$ cat config.mk
export PLATFORM = sky130hd
export DESIGN_NAME = enhanced_datapath_flat
export DESIGN_NICKNAME = d
export VERILOG_FILES = /design/src/rtl/enhanced_datapath_if.sv /design/src/rtl/enhanced_datapath.sv /design/src/flat_wrapper.sv
export SDC_FILE = /design/constraint.sdc
export NUM_CORES = 1
export LEC_CHECK = 0
export ABC_AREA = 0
export CAP_MARGIN = 20
export CORE_AREA = 2 2 146 219
export DETAILED_ROUTE_END_ITERATION = 8
export DIE_AREA = 0 0 148 221
export PLACE_DENSITY = 0.52
export SLEW_MARGIN = 25
export SYNTH_ARGS = -nofsm -noshare
export SYNTH_HDL_FRONTEND = slang
export SYNTH_SLANG_ARGS = --single-unit
$ cat constraint.sdc
create_clock -name clock -period 7.72 [get_ports clock]
set_input_delay 1.544 -clock clock [delete_from_list [all_inputs] [get_ports clock]]
set_output_delay 1.544 -clock clock [all_outputs]
set_load 0.02 [all_outputs]
$ cat src/rtl/enhanced_datapath_if.sv
// rtl/enhanced_datapath_if.sv - control word, status and program-load bundle for enhanced_datapath
interface enhanced_datapath_if #(
    parameter int DATA_W = 8,
    parameter int ADDR_W = 5
);
    // control word from the control unit
    logic              IRload;
    logic              JMPmux;
    logic              PCload;
    logic              Meminst;
    logic              MemWr;
    logic [1:0]        Asel;
    logic              Aload;
    logic              Sub;
    logic              Halt;
    logic [DATA_W-1:0] in_data;

    // program-load port
    logic              prog_we;
    logic [ADDR_W-1:0] prog_addr;
    logic [DATA_W-1:0] prog_data;

    // status back to the control unit
    logic [2:0]        ir;
    logic              Aeq0;
    logic              Apos;
    logic [DATA_W-1:0] out_data;
    logic              halted;

    modport master (
        output IRload, JMPmux, PCload, Meminst, MemWr, Asel, Aload, Sub, Halt, in_data,
        output prog_we, prog_addr, prog_data,
        input  ir, Aeq0, Apos, out_data, halted
    );

    modport slave (
        input  IRload, JMPmux, PCload, Meminst, MemWr, Asel, Aload, Sub, Halt, in_data,
        input  prog_we, prog_addr, prog_data,
        output ir, Aeq0, Apos, out_data, halted
    );
endinterface

$ cat src/rtl/enhanced_datapath.sv
// rtl/enhanced_datapath.sv - PC/IR/accumulator datapath with RAM and add/sub for the enhanced control unit
module enhanced_datapath #(
    parameter int DATA_W = 8,
    parameter int ADDR_W = 5
) (
    input logic               clock,
    input logic               reset,
    enhanced_datapath_if.slave bus
);
    localparam int DEPTH = 2 ** ADDR_W;

    logic [ADDR_W-1:0] r_pc;
    logic [DATA_W-1:0] r_ir;
    logic [DATA_W-1:0] r_a;
    logic              r_halted;
    logic [DATA_W-1:0] r_mem [DEPTH];

    logic [ADDR_W-1:0] w_ir_addr;
    logic [ADDR_W-1:0] w_addr;
    logic [DATA_W-1:0] w_m;
    logic [DATA_W-1:0] w_alu;
    logic [DATA_W-1:0] w_a_next;
    logic [ADDR_W-1:0] w_pc_next;

    assign w_ir_addr = r_ir[ADDR_W-1:0];

    // Address select, asynchronous RAM read, add/sub unit and A-input / PC-next muxes
    always_comb begin
        w_addr    = bus.Meminst ? w_ir_addr : r_pc;
        w_m       = r_mem[w_addr];
        w_alu     = bus.Sub ? (r_a - w_m) : (r_a + w_m);
        w_pc_next = bus.JMPmux ? w_ir_addr : (r_pc + ADDR_W'(1));
        w_a_next  = '0;
        case (bus.Asel)
            2'b00:   w_a_next = w_alu;
            2'b01:   w_a_next = bus.in_data;
            2'b10:   w_a_next = w_m;
            default: w_a_next = '0;
        endcase
    end

    // Architectural registers; once halted only reset brings the datapath back
    always_ff @(posedge clock or negedge reset) begin
        if (!reset) begin
            r_pc     <= '0;
            r_ir     <= '0;
            r_a      <= '0;
            r_halted <= 1'b0;
        end else begin
            if (bus.Halt) begin
                r_halted <= 1'b1;
            end
            if (!r_halted) begin
                if (bus.IRload) begin
                    r_ir <= w_m;
                end
                if (bus.PCload) begin
                    r_pc <= w_pc_next;
                end
                if (bus.Aload) begin
                    r_a <= w_a_next;
                end
            end
        end
    end

    // RAM write: program-load port wins over MemWr; an edge seen under reset writes nothing
    always_ff @(posedge clock) begin
        if (reset) begin
            if (bus.prog_we) begin
                r_mem[bus.prog_addr] <= bus.prog_data;
            end else if (bus.MemWr && !r_halted) begin
                r_mem[w_addr] <= r_a;
            end
        end
    end

    assign bus.ir       = r_ir[DATA_W-1 -: 3];
    assign bus.Aeq0     = (r_a == '0);
    assign bus.Apos     = !r_a[DATA_W-1] && (r_a != '0);
    assign bus.out_data = r_a;
    assign bus.halted   = r_halted;
endmodule
$ cat src/flat_wrapper.sv
// flat-port wrapper written by rule: the top's interface ports become plain ports
module enhanced_datapath_flat 
#(
    parameter int DATA_W = 8,
    parameter int ADDR_W = 5
)
  (clock, reset, bus_IRload, bus_JMPmux, bus_PCload, bus_Meminst, bus_MemWr, bus_Asel, bus_Aload, bus_Sub, bus_Halt, bus_in_data, bus_prog_we, bus_prog_addr, bus_prog_data, bus_ir, bus_Aeq0, bus_Apos, bus_out_data, bus_halted);
  enhanced_datapath_if #(.DATA_W(DATA_W), .ADDR_W(ADDR_W)) bus_i ();
  input logic clock;
  input logic reset;
  input wire logic [$bits(bus_i.IRload)-1:0] bus_IRload;
  input wire logic [$bits(bus_i.JMPmux)-1:0] bus_JMPmux;
  input wire logic [$bits(bus_i.PCload)-1:0] bus_PCload;
  input wire logic [$bits(bus_i.Meminst)-1:0] bus_Meminst;
  input wire logic [$bits(bus_i.MemWr)-1:0] bus_MemWr;
  input wire logic [$bits(bus_i.Asel)-1:0] bus_Asel;
  input wire logic [$bits(bus_i.Aload)-1:0] bus_Aload;
  input wire logic [$bits(bus_i.Sub)-1:0] bus_Sub;
  input wire logic [$bits(bus_i.Halt)-1:0] bus_Halt;
  input wire logic [$bits(bus_i.in_data)-1:0] bus_in_data;
  input wire logic [$bits(bus_i.prog_we)-1:0] bus_prog_we;
  input wire logic [$bits(bus_i.prog_addr)-1:0] bus_prog_addr;
  input wire logic [$bits(bus_i.prog_data)-1:0] bus_prog_data;
  output wire logic [$bits(bus_i.ir)-1:0] bus_ir;
  output wire logic [$bits(bus_i.Aeq0)-1:0] bus_Aeq0;
  output wire logic [$bits(bus_i.Apos)-1:0] bus_Apos;
  output wire logic [$bits(bus_i.out_data)-1:0] bus_out_data;
  output wire logic [$bits(bus_i.halted)-1:0] bus_halted;
  assign bus_i.IRload = bus_IRload;
  assign bus_i.JMPmux = bus_JMPmux;
  assign bus_i.PCload = bus_PCload;
  assign bus_i.Meminst = bus_Meminst;
  assign bus_i.MemWr = bus_MemWr;
  assign bus_i.Asel = bus_Asel;
  assign bus_i.Aload = bus_Aload;
  assign bus_i.Sub = bus_Sub;
  assign bus_i.Halt = bus_Halt;
  assign bus_i.in_data = bus_in_data;
  assign bus_i.prog_we = bus_prog_we;
  assign bus_i.prog_addr = bus_prog_addr;
  assign bus_i.prog_data = bus_prog_data;
  assign bus_ir = bus_i.ir;
  assign bus_Aeq0 = bus_i.Aeq0;
  assign bus_Apos = bus_i.Apos;
  assign bus_out_data = bus_i.out_data;
  assign bus_halted = bus_i.halted;
  enhanced_datapath #(.DATA_W(DATA_W), .ADDR_W(ADDR_W)) u_core (.clock(clock), .reset(reset), .bus(bus_i));
endmodule
### Word-level counts from Yosys, hierarchy flattened

Memories as Yosys holds them, arrays and structs flattened.
Cells that the tools add are included.

* flip-flop bits (word level): 22
* bits in latches: 0
* RAM bits: 256
* bits in read-only memories: 0
* logic and storage cells: 36
* memories kept: 1

Memories
* u_core.r_mem: depth 32, bits a word 8, read ports 1, clocked after Yosys merged registers in 0, write ports 1, RTL line enhanced_datapath.sv:16 `logic [DATA_W-1:0] r_mem [DEPTH];`

* add/sub/neg operators: 3
* $mul: 0
* divide/modulo/power cells: 0
* magnitude comparators: 0
* equality and inequality tests: 2
* shifts and indexed selects: 0
* multiplexer cells: 14
* bitwise operators: 1
* reduce and logical (&&, ||, !) cells: 11

Operators with widths (count)
* 8-bit case mux with 3 select lines: 1
* 8-bit two-way mux: 2
* 5-bit two-way mux: 3
* 8-bit adder: 1
* 8-bit logical NOT: 1
* 1-bit two-way mux: 8
* 8-bit nonzero test: 1
* 8-bit OR reduction: 1
* 8-bit subtractor: 1
* 2-bit AND reduction: 3
* 5-bit by 1-bit adder with 5-bit output, second input constant: 1
* 2-bit by 1-bit equality test with 1-bit output, second input constant: 1
* 2-bit equality test, second input constant: 1
* 1-bit logical AND: 2
* 1-bit logical NOT: 2
* 2-bit logical NOT: 1
* 1-bit NOT: 1

### Depth between registers and ports, before layout

Gate-level depths: netlist (run 1).

* word-level depth: 8
* depth in mapped cells: 23
* gate-level depth less buffers: 19

### Least setup slack after synthesis (run 1)

No wires, ideal clock.

* path type: input-to-reg
* start: in bus_Meminst
* end: reg u_core.r_a[7], in the netlist u_core.bus.out_data[7]
* library setup time: 70 ps
* data arrival time: 5534 ps
* data required time: 7650 ps
* path slack: 2115 ps
* stages on the path: 23
* cells stage by stage: mux2_4 buf_6 buf_2 clkbuf_1 clkbuf_1 nor2_1 a32oi_1 nand3_1 o311ai_0 nor2_1 ha_1 nor2_1 a21oi_1 inv_1 ha_1 nor2b_1 o21ai_0 a21boi_0 o21ai_0 a211o_1 xnor3_1 a2111oi_0 nand3b_1

* word-level cells in the longest chain between the ends: 5
* elaborated cells between the ends (all ways): 6

Ends and longest elaborated chain
* start: declaration: RTL line flat_wrapper.sv:14 `input wire logic [$bits(bus_i.Meminst)-1:0] bus_Meminst;`
* 5-bit two-way mux *: RTL line enhanced_datapath.sv:29 `w_addr = bus.Meminst ? w_ir_addr : r_pc;`
* memory read 32 x 8 bit *
* 8-bit adder / 8-bit subtractor (equally long branches): RTL line enhanced_datapath.sv:31 `w_alu = bus.Sub ? (r_a - w_m) : (r_a + w_m);`
* 8-bit two-way mux: RTL line enhanced_datapath.sv:31
* 8-bit case mux with 3 select lines *: RTL line enhanced_datapath.sv:34 `case (bus.Asel)`
* end signal: assignment: RTL line enhanced_datapath.sv:61 `r_a <= w_a_next;`
* end: declaration: RTL line enhanced_datapath.sv:14 `logic [DATA_W-1:0] r_a;`

Mark *: on every way between the ends. The rest lies on a longest branch, timed or not.
A chain may end at the register's enable or synchronous reset.

### Worst setup path after layout (run 1)

Same ends and word-level chain as after synthesis.

==> results of run 1 <==
[registers in the layout (all words and copies together) (netlist names)]
signal               flops
u_core.r_mem           256
u_core.bus.out_data      8
u_core.r_ir              8
u_core.r_pc              5
u_core.bus.halted        1
[per-layer routing]
layer | global-route usage | part of all wire
met1 | 0.254 | 0.37
met2 | 0.407 | 0.55
met3 | 0.0223 | 0.045
met4 | 0.0829 | 0.039
met5 | 0 | 0
[cell type report]
type | instances | area (sq um) | share of cell area
Clock buffer | 32 | 694 | 0.0494
Sequential cell | 278 | 8240 | 0.586
Timing Repair Buffer | 77 | 693 | 0.0493
Tap cell | 405 | 507 | 0.0361
Inverter | 13 | 48.8 | 0.00347
Clock inverter | 16 | 191 | 0.0136
Multi-Input combinational cell | 530 | 3680 | 0.262
[worst max path at each step]
stage                startpoint                     end  slack [ns]  depth (start not counted)
detailed placement  bus_Meminst  u_core.bus.out_data[7]        0.72                         17
global placement    bus_Meminst  u_core.bus.out_data[7]        0.81                         17
global route        bus_Meminst  u_core.bus.out_data[7]        0.93                         17
floorplan           bus_Meminst  u_core.bus.out_data[7]        2.12                         23
CTS                 bus_Meminst  u_core.bus.out_data[7]        1.26                         17
finish              bus_Meminst  u_core.bus.out_data[7]        1.34                         17
[cell usage in the layout (no fill, tap or decap), drive strengths merged, types with 19 or more instances in the layout]
cell | netlist | routed
a21oi | 21 | 21
mux2i | 33 | 33
clkdlybuf4s50 | 0 | 47
nand2b | 19 | 19
clkbuf | 25 | 32
edfxtp | 256 | 256
mux4 | 29 | 29
dfrtp | 22 | 22
o21ai | 35 | 35
nor2 | 75 | 75
buf | 21 | 30
nand3 | 24 | 24
nand2 | 130 | 130
[synth_stat cells, types with 4 or more instances]
| cell type | n |
|---|---|
| a22oi_1 | 8 |
| a221o_1 | 7 |
| buf_2 | 12 |
| nor2_1 | 75 |
| o211ai_1 | 4 |
| mux2_2 | 9 |
| mux4_2 | 29 |
| nand2b_1 | 19 |
| ha_1 | 9 |
| nand2_1 | 130 |
| a31oi_1 | 13 |
| nand4_1 | 9 |
| inv_1 | 12 |
| buf_1 | 5 |
| a211oi_1 | 5 |
| o21ai_0 | 34 |
| a21oi_1 | 21 |
| mux2i_1 | 33 |
| nand3_1 | 24 |
| nor2b_1 | 9 |
| edfxtp_1 | 256 |
| a32oi_1 | 8 |
| xnor2_1 | 6 |
| o2111ai_1 | 5 |
| o22ai_1 | 5 |
| or3_1 | 4 |
| clkbuf_1 | 25 |
| dfrtp_1 | 22 |
| nor3_1 | 9 |
[per-stage QoR]
| step | area, sq um | worst slack, ns | total power, mW | util |
|---|---|---|---|---|
| after floorplan | 12100 | 2.12 | 2.12 | - |
| after global placement | 13100 | 0.805 | 2.36 | 0.426 |
| after detailed placement | 13200 | 0.718 | 2.36 | 0.427 |
| after CTS | 14000 | 1.26 | 3.69 | 0.456 |
| after global routing | 14000 | 0.933 | 3.79 | 0.456 |
| final | 14000 | 1.34 | 3.67 | 0.456 |
[cells by family (layout without fill, tap and decap cells)]
group                      Yosys count  in the layout  share of synthesized area
DFF                                278            278                      0.679
buffers and inverters               59            138                     0.0210
and+or+nand+nor                    298            298                      0.110
muxes                               72             72                     0.0907
AOI/OAI and AO/OA                  140            140                     0.0796
xor gates and xnor gates            10             10                    0.00836
adders and majority gates           10             10                     0.0109
[worst max-delay path, cell delays in order]
cell and delay, ns:
clkdlybuf4s50_1 0.46, buf_4 0.33, mux2_4 0.54, buf_4 0.27, nor2_1 0.60, a32oi_1 0.19, a31oi_1 0.47, nor4_1 0.18
o41ai_2 0.41, xor2_1 0.14, ha_1 0.32, a21boi_0 0.23, o21ai_0 0.14, a211o_1 0.28, xnor3_1 0.19, a2111oi_0 0.37
nand3b_1 0.15
[power breakdown]
group	leakage [nW]	internal (mW)	switching, mW
sequential	2.58	1.66	0.0316
combinational	1.64	0.252	0.376
clock	0.429	0.778	0.571
==> run metrics, run 1 <==
CTS tree done; Min Clock Period, post-route 6.38 ns; initial DRC count 785; FMAX around 160 MHz; clk sink count 278; Die X approximately 150 um; antenna viol nets, final 0; crit-path max FO 30; placed cells between 1000 and 1500; grt ovf 0; hold_sp u_core.r_ir[7]; Initial Util 0.393; top_reg_cell synth edfxtp_1; setup_tns 0 ns; Final period util 0.826; Area Overhead vs Synth 15.8%; synthesized flop and latch total between 200 and 300; n_diodes 0; Slew @ Worst Pin 1.01 ns; CTS Buf Count 27; Total GRT Usage 0.218; CP Class in2reg; H-tree levels 1; Post-Synthesis Cells 867; final hold slack 0.482 ns; R2R setup slack 2.48 ns; Avg WL per Cell 26.5 um; RSZ-0062 raised after global routing false; number of hold buffers added after CTS 0; critical path endpoint category flop; hold path endpoint u_core.r_ir[7]; EDFF count, synth 256; leakage 4.65 nW; CP required 8.20 ns; DP Wirelength between 20000 and 25000 um; Worst Reg-to-Reg Cells 15; DRC 0; die area around 33000 sq um; final slew viol count 0; # rows 79; largest net degree at the start of global routing 33; CTS clk-pin slew, worst paths 0.06 ns; first-pass GRT wire length 51700 um; initial antenna violation count 0; via/cell ratio 5.62; RePlAce Congestion between 0.9 and 1; I/O pin count 48; Synth area leaders edfxtp_1 (63%), mux4_2 (5.4%), dfrtp_1 (4.5%), nand2_1 (4.0%), mux2i_1 (2.7%); hold depth 2; Setup Viol. Count Final 0; Synth area leader edfxtp_1; Post-Syn Area per Cell 14.0 sq um; Vias 7590; worst min-delay path category reg2reg; area fraction of the dominant cell type after synthesis 0.634; sequential area share after synthesis 0.679; port bufs 47; core area 30800 sq um; Max-cap violations 0; reg2reg start u_core.r_ir[1]; post-CTS sizing 0; worst reg2reg path endpoint u_core.bus.out_data[7]; synthesized area between 10000 and 15000 sq um; layout cells sized above 1 0.127; postcts setup bufs 0; Clk Tree Root Cell clkbuf_16; Arr. time, crit path approximately 6.9 ns; synth warn 0; Clock Tree Buf Depth 3; number of global-route vias before repair between 7000 and 8000; final std cells w/o fill 1351; slew margin rel. 0.322; Die Span Y roughly 220 um; Setup Skew between 0.015 and 0.02 ns; drt total wl 35800 um; status complete, no violations; maximum VDD drop 0.155 mV; async set or reset register ratio after synthesis 0.0791; Detailed Routing Iterations Pass 1 7; nets 971; Synth cell types 67; synthesized net count between 900 and 1000; Worst-Skew Late Latency 0.56 ns; PwrDens 261 nW/um^2; CP startpoint kind input pin; Final Hold Fails 0; fillers 2797
Note: power is estimated with default switching activity, not from simulation.
==> inputs of run 2 (changes only) <==
==> constraint.sdc (replaced) <==
create_clock -name clock -period 6.1 [get_ports clock]
set_input_delay 1.22 -clock clock [delete_from_list [all_inputs] [get_ports clock]]
set_output_delay 1.22 -clock clock [all_outputs]
set_load 0.02 [all_outputs]
==> run 2 against run 1 <==
  * Routed wire length fell by 1.1%
  * Flip-flop and latch count did not move
  * Non-clock buffer count rose by 31
  * Sequential share of layout area fell by 0.88 points
  * Cell area rose by 1.5%
  * Worst setup slack got worse by 0.79 ns
  * Combinational power rose by 40%
  * Global-route usage fell by 0.072 points
  * Clock power rose by 19%
  * Clock skew fell by 0.0075 ns
  * Register-to-register slack got worse by 1.2 ns
  * Hold slack got worse by 0.0071 ns
  * Critical endpoint unchanged
  * Largest power group unchanged
==> run metrics, run 2 (synthesis results as in run 1) <==
Die X 148 um (unchanged); CTS clk-pin slew, worst paths 0.06 ns (about the same); n_diodes 0 (unchanged); Detailed Routing Iterations Pass 1 7 (unchanged); maximum VDD drop 0.188 mV (+22%); layout cells sized above 1 0.150 (+0.0235); Switching Share 0.269 (+0.00285); placed cells 1334 (+2.4%); clk sink count 278 (unchanged); Avg WL per Cell 25.6 um (-3.3%); status complete, no violations; Vias 7747 (+2.1%); fillers 2812 (+0.54%); grt ovf 0 (unchanged); Arr. time, crit path 6.03 ns (-0.83 ns); Final Core Density 0.462 (+0.00694); postcts setup bufs 0 (unchanged); largest net degree at the start of global routing 33 (unchanged); Slew @ Worst Pin 1.08 ns (+0.0665 ns); initial antenna violation count 0 (unchanged); Worst Reg-to-Reg Cells 21 (+6); FMAX 180 MHz; sequential group share of total power 0.464 (+0.002); cells along the critical path clkdlybuf4s50_1 -> buf_12 -> mux2_4 -> buf_12 -> mux2i_1 -> a22oi_1 -> o2111ai_1 -> o31ai_1 -> nor2_1 -> ha_1 -> nor2_1 -> a21oi_1 -> inv_1 -> ha_1 -> nor2b_1 -> o21ai_0 -> a21boi_0 -> o21ai_0 -> a211o_1 -> xnor3_1 -> a2111oi_0 -> nand3b_1; Setup Viol. Count Final 0 (unchanged); Multi-input gate area 3670 sq um (-0.20%); drt total wl 35500 um (-1.1%); CP Class in2reg; DRC 0 (unchanged); I/O pin count 48 (unchanged); critical path endpoint category flop; most frequent cells in the layout edfxtp_1 (256), nand2_1 (129), nor2_1 (74); worst min-delay path category reg2reg; max reg flops 256 (unchanged); CP startpoint kind input pin; Max-cap violations 0 (unchanged); RSZ-0062 raised after global routing false; Clk Tree Root Cell clkbuf_16; Area Overhead vs Synth 17.6%; DP Wirelength 24800 um (+0.56%); initial DRC count 577 (-26%); most common cell after layout, fill and taps aside edfxtp_1; CP required 6.58 ns (-1.62 ns); total internal power 3.38 mW (+26%); slew margin rel. 0.277 (-0.0445); port bufs 47 (unchanged); Min Clock Period, post-route 5.55 ns; number of hold buffers added after CTS 0 (unchanged); setup_tns 0 ns (unchanged); post-CTS sizing 0 (unchanged); final slew viol count 0 (unchanged); Final Hold Fails 0 (unchanged); crit-path max cell delay 0.51 ns (-0.09 ns); hold depth 2 (unchanged); Die Span Y 221 um (unchanged); CP max stage cell clkdlybuf4s50_1; CTS Buf Count 27 (unchanged); Psw 1.25 mW (+27%); clock share of power 0.347 (-0.020); via/cell ratio 5.60 (-0.29%); RePlAce Congestion 0.880 (-4.2%); Biggest register u_core.r_mem; PwrDens 325 nW/um^2 (+24%); die area 32700 sq um (unchanged); number of global-route vias before repair 7903 (+3.0%); antenna viol nets, final 0 (unchanged); nets 1002 (+3.2%); Total GRT Usage 0.217 (-0.000720); Worst-Skew Late Latency 0.55 ns (about the same); FF+latch area 8240 sq um (unchanged); Comb pwr share 0.189 (+0.018); Setup Skew 0.00970 ns (-0.00750 ns); core area 30800 sq um (unchanged); leakage 4.80 nW (+3.1%); Final period util 0.910; crit-path max FO 30 (unchanged); # rows 79 (unchanged); final std cells w/o fill 1383 (+2.4%); Clock Tree Buf Depth 3 (unchanged); CTS tree done; H-tree levels 1 (unchanged); first-pass GRT wire length 51700 um (about the same); Initial Util 0.393 (unchanged)
-- run 2: changes by cell type in the layout (fill, tap and decap cells not counted), moves of 2 or more --
cell and change:
buf_12 +3, inv_6 -2, bufinv_16 -2, nor2_2 -4
clkbuf_1 -2, buf_4 +29, clkinv_1 +4, nor2_1 +4
clkinv_2 +2
-- run 2: path summary, 6_finish.rpt --
kind,start,end,slack (ns)
worst max-delay path,bus_Meminst,u_core.bus.out_data[7],0.55
worst min-delay path,u_core.r_ir[6],u_core.r_ir[6],0.47
worst max register to register,u_core.r_ir[0],u_core.bus.out_data[7],1.26
worst min register to register,u_core.r_ir[6],u_core.r_ir[6],0.47
max in group asynchronous,reset,u_core.r_ir[1],4.33
min in group asynchronous,reset,u_core.r_ir[6],1.11
-- run 2: cell type report --
type	instances	share of cell area
Sequential cell	278	0.578
Timing Repair Buffer	108	0.0677
Tap cell	405	0.0355
Multi-Input combinational cell	530	0.257
Inverter	13	0.00342
Clock inverter	19	0.0104
Clock buffer	30	0.0482
-- run 2: worst max-delay path, delay by kind of cell --
family,cells,cell delay (ns)
compound gates,9,2.05
buf+inv,4,0.96
fa+ha+maj,2,0.58
mux,2,0.53
simple gates,4,0.47
xor+xnor,1,0.19
-- run 2: power groups by stage --
stage | clock network (mW) | logic [mW] | registers, mW
final | 1.61 | 0.877 | 2.15
after CTS | 1.64 | 0.879 | 2.15
after detailed placement | 0 | 0.877 | 2.19
after floorplan | 0 | 0.505 | 2.18
after global routing | 1.70 | 0.947 | 2.15
after global placement | 0 | 0.875 | 2.19
-- run 2: stage by stage --
stage          hold WS, ns  instance area (sq um)  total power [mW]  setup slack, ns
6_report             0.475                  14300              4.63            0.548
5_1_grt              0.503                  14300              4.80           0.0907
4_1_cts              0.483                  14300              4.66            0.633
3_5_place_dp         0.469                  13400              3.06           0.0933
3_3_place_gp         0.463                  13400              3.06            0.120
2_1_floorplan        0.451                  12100              2.68            0.819
-- run 2: metal layers --
layer / GRT usage / part of all wire / up-vias
met5: 0 / 0 / -
li1: - / - / 3501
met3: 0.0216 / 0.038 / 85
met2: 0.390 / 0.53 / 220
met4: 0.121 / 0.060 / 0
met1: 0.251 / 0.37 / 3941
==> inputs of run 3 (changes only) <==
--- a/config.mk
+++ b/config.mk
@@ -5,11 +5,11 @@
 export SDC_FILE = /design/constraint.sdc
 export NUM_CORES = 1
 export LEC_CHECK = 0
-export ABC_AREA = 0
+export ABC_AREA = 1
 export CAP_MARGIN = 20
-export CORE_AREA = 2 2 146 219
+export CORE_AREA = 2 2 151 227
 export DETAILED_ROUTE_END_ITERATION = 8
-export DIE_AREA = 0 0 148 221
+export DIE_AREA = 0 0 153 229
 export PLACE_DENSITY = 0.52
 export SLEW_MARGIN = 25
 export SYNTH_ARGS = -nofsm -noshare
==> run 3 against run 2 <==
  * Via count up 18%
  * Power up 0.86%
  * Register-to-register slack better by 0.60 ns
  * Largest power group unchanged
==> run metrics, run 3 <==
number of global-route vias before repair 9165 (+16%); die area 35000 sq um (+7.1%); Synth cell types 37 (-45%); status complete, no violations; Biggest register u_core.r_mem; leakage 6.33 nW (+32%); nets 1443 (+44%); drt total wl 35500 um (about the same); CTS tree done; async set or reset register ratio after synthesis 0.0791 (unchanged); via/cell ratio 4.99 (-11%); Worst Reg-to-Reg Cells 26 (+24%); EDFF count, synth 256 (unchanged); Area Overhead vs Synth 14.2%; CTS Buf Count 28 (+3.7%); worst min-delay path category reg2reg; Final Hold Fails 0 (unchanged); R2R setup slack 1.86 ns (+0.60 ns); Detailed Routing Iterations Pass 1 5 (-2); CP required 6.54 ns (-0.04 ns); crit-path max FO 25 (-17%); Synth area leaders edfxtp_1 (59%), nand2_1 (10%), nand3_1 (8.7%), inv_1 (6.8%), dfrtp_1 (4.2%); initial DRC count 634 (+9.9%); CP startpoint kind input pin; maximum VDD drop 0.176 mV (-6.6%); Multi-input gate area 3610 sq um (-1.5%); # rows 82 (+3.8%); RSZ-0062 raised after global routing false; postcts setup bufs 0 (unchanged); synthesized flop and latch total 278 (unchanged); Final period util 0.850 (-0.0598); port bufs 47 (unchanged); Arr. time, crit path 5.63 ns (-0.40 ns); setup_tns 0 ns (unchanged); Die Span Y 229 um (+3.6%); final slew viol count 0 (unchanged); worst reg2reg path endpoint u_core.bus.out_data[7]; antenna viol nets, final 0 (unchanged); area fraction of the dominant cell type after synthesis 0.585 (-0.0486); synthesized net count 1387 (+52%); hold_sp u_core.r_ir[7]; critical path endpoint category flop; CTS clk-pin slew, worst paths 0.06 ns (about the same); Max-cap violations 0 (unchanged); Setup Skew 0.00773 ns (-0.00196 ns); Synth area leader edfxtp_1; largest net degree at the start of global routing 41 (+24%); DRC 0 (unchanged); RePlAce Congestion 0.859 (-2.5%); CP Class in2reg; max reg flops 256 (unchanged); Avg WL per Cell 19.3 um (-25%); initial antenna violation count 0 (unchanged); Setup Viol. Count Final 0 (unchanged); Clk Tree Root Cell clkbuf_16; n_diodes 0 (unchanged); Slew @ Worst Pin 0.909 ns (-0.171 ns); most common cell after layout, fill and taps aside nand2_1; Worst-Skew Late Latency 0.56 ns (about the same); layout cells sized above 1 0.0755 (-0.0748); slew margin rel. 0.392 (+0.114); core area 33100 sq um (+7.5%); Post-synth top cells nand2_1 (364), edfxtp_1 (256), inv_1 (239); FF+latch area 8240 sq um (unchanged); most common cell in the synthesized netlist nand2_1; final hold slack 0.491 ns (+0.0163 ns); H-tree levels 1 (unchanged); synthesized area 13100 sq um (+8.3%); Min Clock Period, post-route 5.19 ns (-0.365 ns); top_reg_cell synth edfxtp_1; Post-Synthesis Cells 1343 (+55%); post-CTS sizing 0 (unchanged); sequential area share after synthesis 0.627 (-0.0520); most frequent cells in the layout nand2_1 (364), edfxtp_1 (256), inv_1 (239); number of hold buffers added after CTS 0 (unchanged); fin area 15000 sq um (+5.1%); Post-Syn Area per Cell 9.78 sq um (-30%); FMAX 193 MHz (+7.0%); grt ovf 0 (unchanged); reg2reg start u_core.r_pc[1]; I/O pin count 48 (unchanged); Die X 153 um (+3.4%); first-pass GRT wire length 54400 um (+5.3%); Placed Area 14100 sq um (+5.2%); PwrDens 311 nW/um^2 (-4.1%); Vias 9171 (+18%); Total GRT Usage 0.204 (-0.0134); Initial Util 0.396 (+0.00307); Clock Tree Buf Depth 3 (unchanged); DP Wirelength 23700 um (-4.3%); hold depth 2 (unchanged); total power 4.67 mW (+0.86%); hold path endpoint u_core.r_ir[7]; synth warn 0 (unchanged); clk sink count 278 (unchanged); fillers 3152 (+12%)
==> run 3: changes by cell type after synthesis, moves of 27 or more <==
cell     previous run  this run
mux4_2             29         0
nand3_1            24       227
mux2i_1            33         0
nor2_1             75        48
inv_1              12       239
nand2_1           130       364
==> run 3: cell type report <==
type,instances,area share
flip-flops and latches,278,0.549
clock inverters,18,0.00935
repair buffers,84,0.0557
well taps,420,0.0350
multi-input cells,765,0.241
inverters,242,0.0606
clock buffers,31,0.0489
==> run 3: worst max-delay path, stage by stage <==
cell             delay (ns)
clkdlybuf4s50_1        0.62
o21ai_4                0.79
buf_4                  0.32
o211ai_1               0.11
nand3_1                0.19
nand3_1                0.14
nand3_1                0.18
nand2_2                0.17
nand3_2                0.13
nand2_2                0.08
xor2_1                 0.21
ha_1                   0.31
nand2_1                0.10
nand2_1                0.06
a21oi_1                0.20
o21ai_0                0.11
a21oi_1                0.18
inv_1                  0.06
nand2_1                0.06
nand2_1                0.06
inv_1                  0.05
nand2_1                0.04
nand3_1                0.06
nand2_1                0.05
nand2_1                0.05
nand2_1                0.05
==> run 3: report_power, final <==
group / total, mW / internal [mW] / switching, mW
clock: 1.66 / 0.944 / 0.718
sequential: 2.13 / 2.11 / 0.0209
combinational: 0.879 / 0.292 / 0.588
total: 4.67 / 3.34 / 1.33
==> run 3: worst max-delay path by stage <==
stage / start / end / slack (ns)
6_report: bus_Meminst / u_core.bus.out_data[7] / 0.91
5_1_grt: bus_Meminst / u_core.bus.out_data[7] / 0.43
4_1_cts: bus_Meminst / u_core.bus.out_data[6] / 0.94
3_5_place_dp: bus_Meminst / u_core.bus.out_data[6] / 0.36
3_3_place_gp: bus_Meminst / u_core.bus.out_data[7] / 0.32
2_1_floorplan: bus_Meminst / u_core.bus.out_data[7] / 1.86
==> run 3: cells by family after synthesis <==
group | Yosys count | share of synthesized area
AO/OA/AOI/OAI | 76 | 0.0345
XOR/XNOR | 7 | 0.00467
adder cells (fa/ha/maj) | 10 | 0.0101
buffers and inverters | 300 | 0.101
flip-flops | 278 | 0.627
multiplexers | 1 | 0.000857
AND/OR/NAND/NOR | 671 | 0.222
==> run 3: metal layers <==
metal	vias to the layer above	wire [um]	track usage
li1	4486	-	-
met1	4395	14100	0.238
met3	59	1480	0.0242
met5	-	0	0
met2	231	18700	0.381
met4	0	1190	0.0735
==> run 3: metrics by stage <==
stage	utilization	setup WS (ns)	std cells
3_3_place_gp	0.426	0.320	1789
4_1_cts	0.452	0.939	1838
6_report	0.452	0.913	1838
5_1_grt	0.452	0.435	1838
3_5_place_dp	0.426	0.362	1789
2_1_floorplan	-	1.86	1343
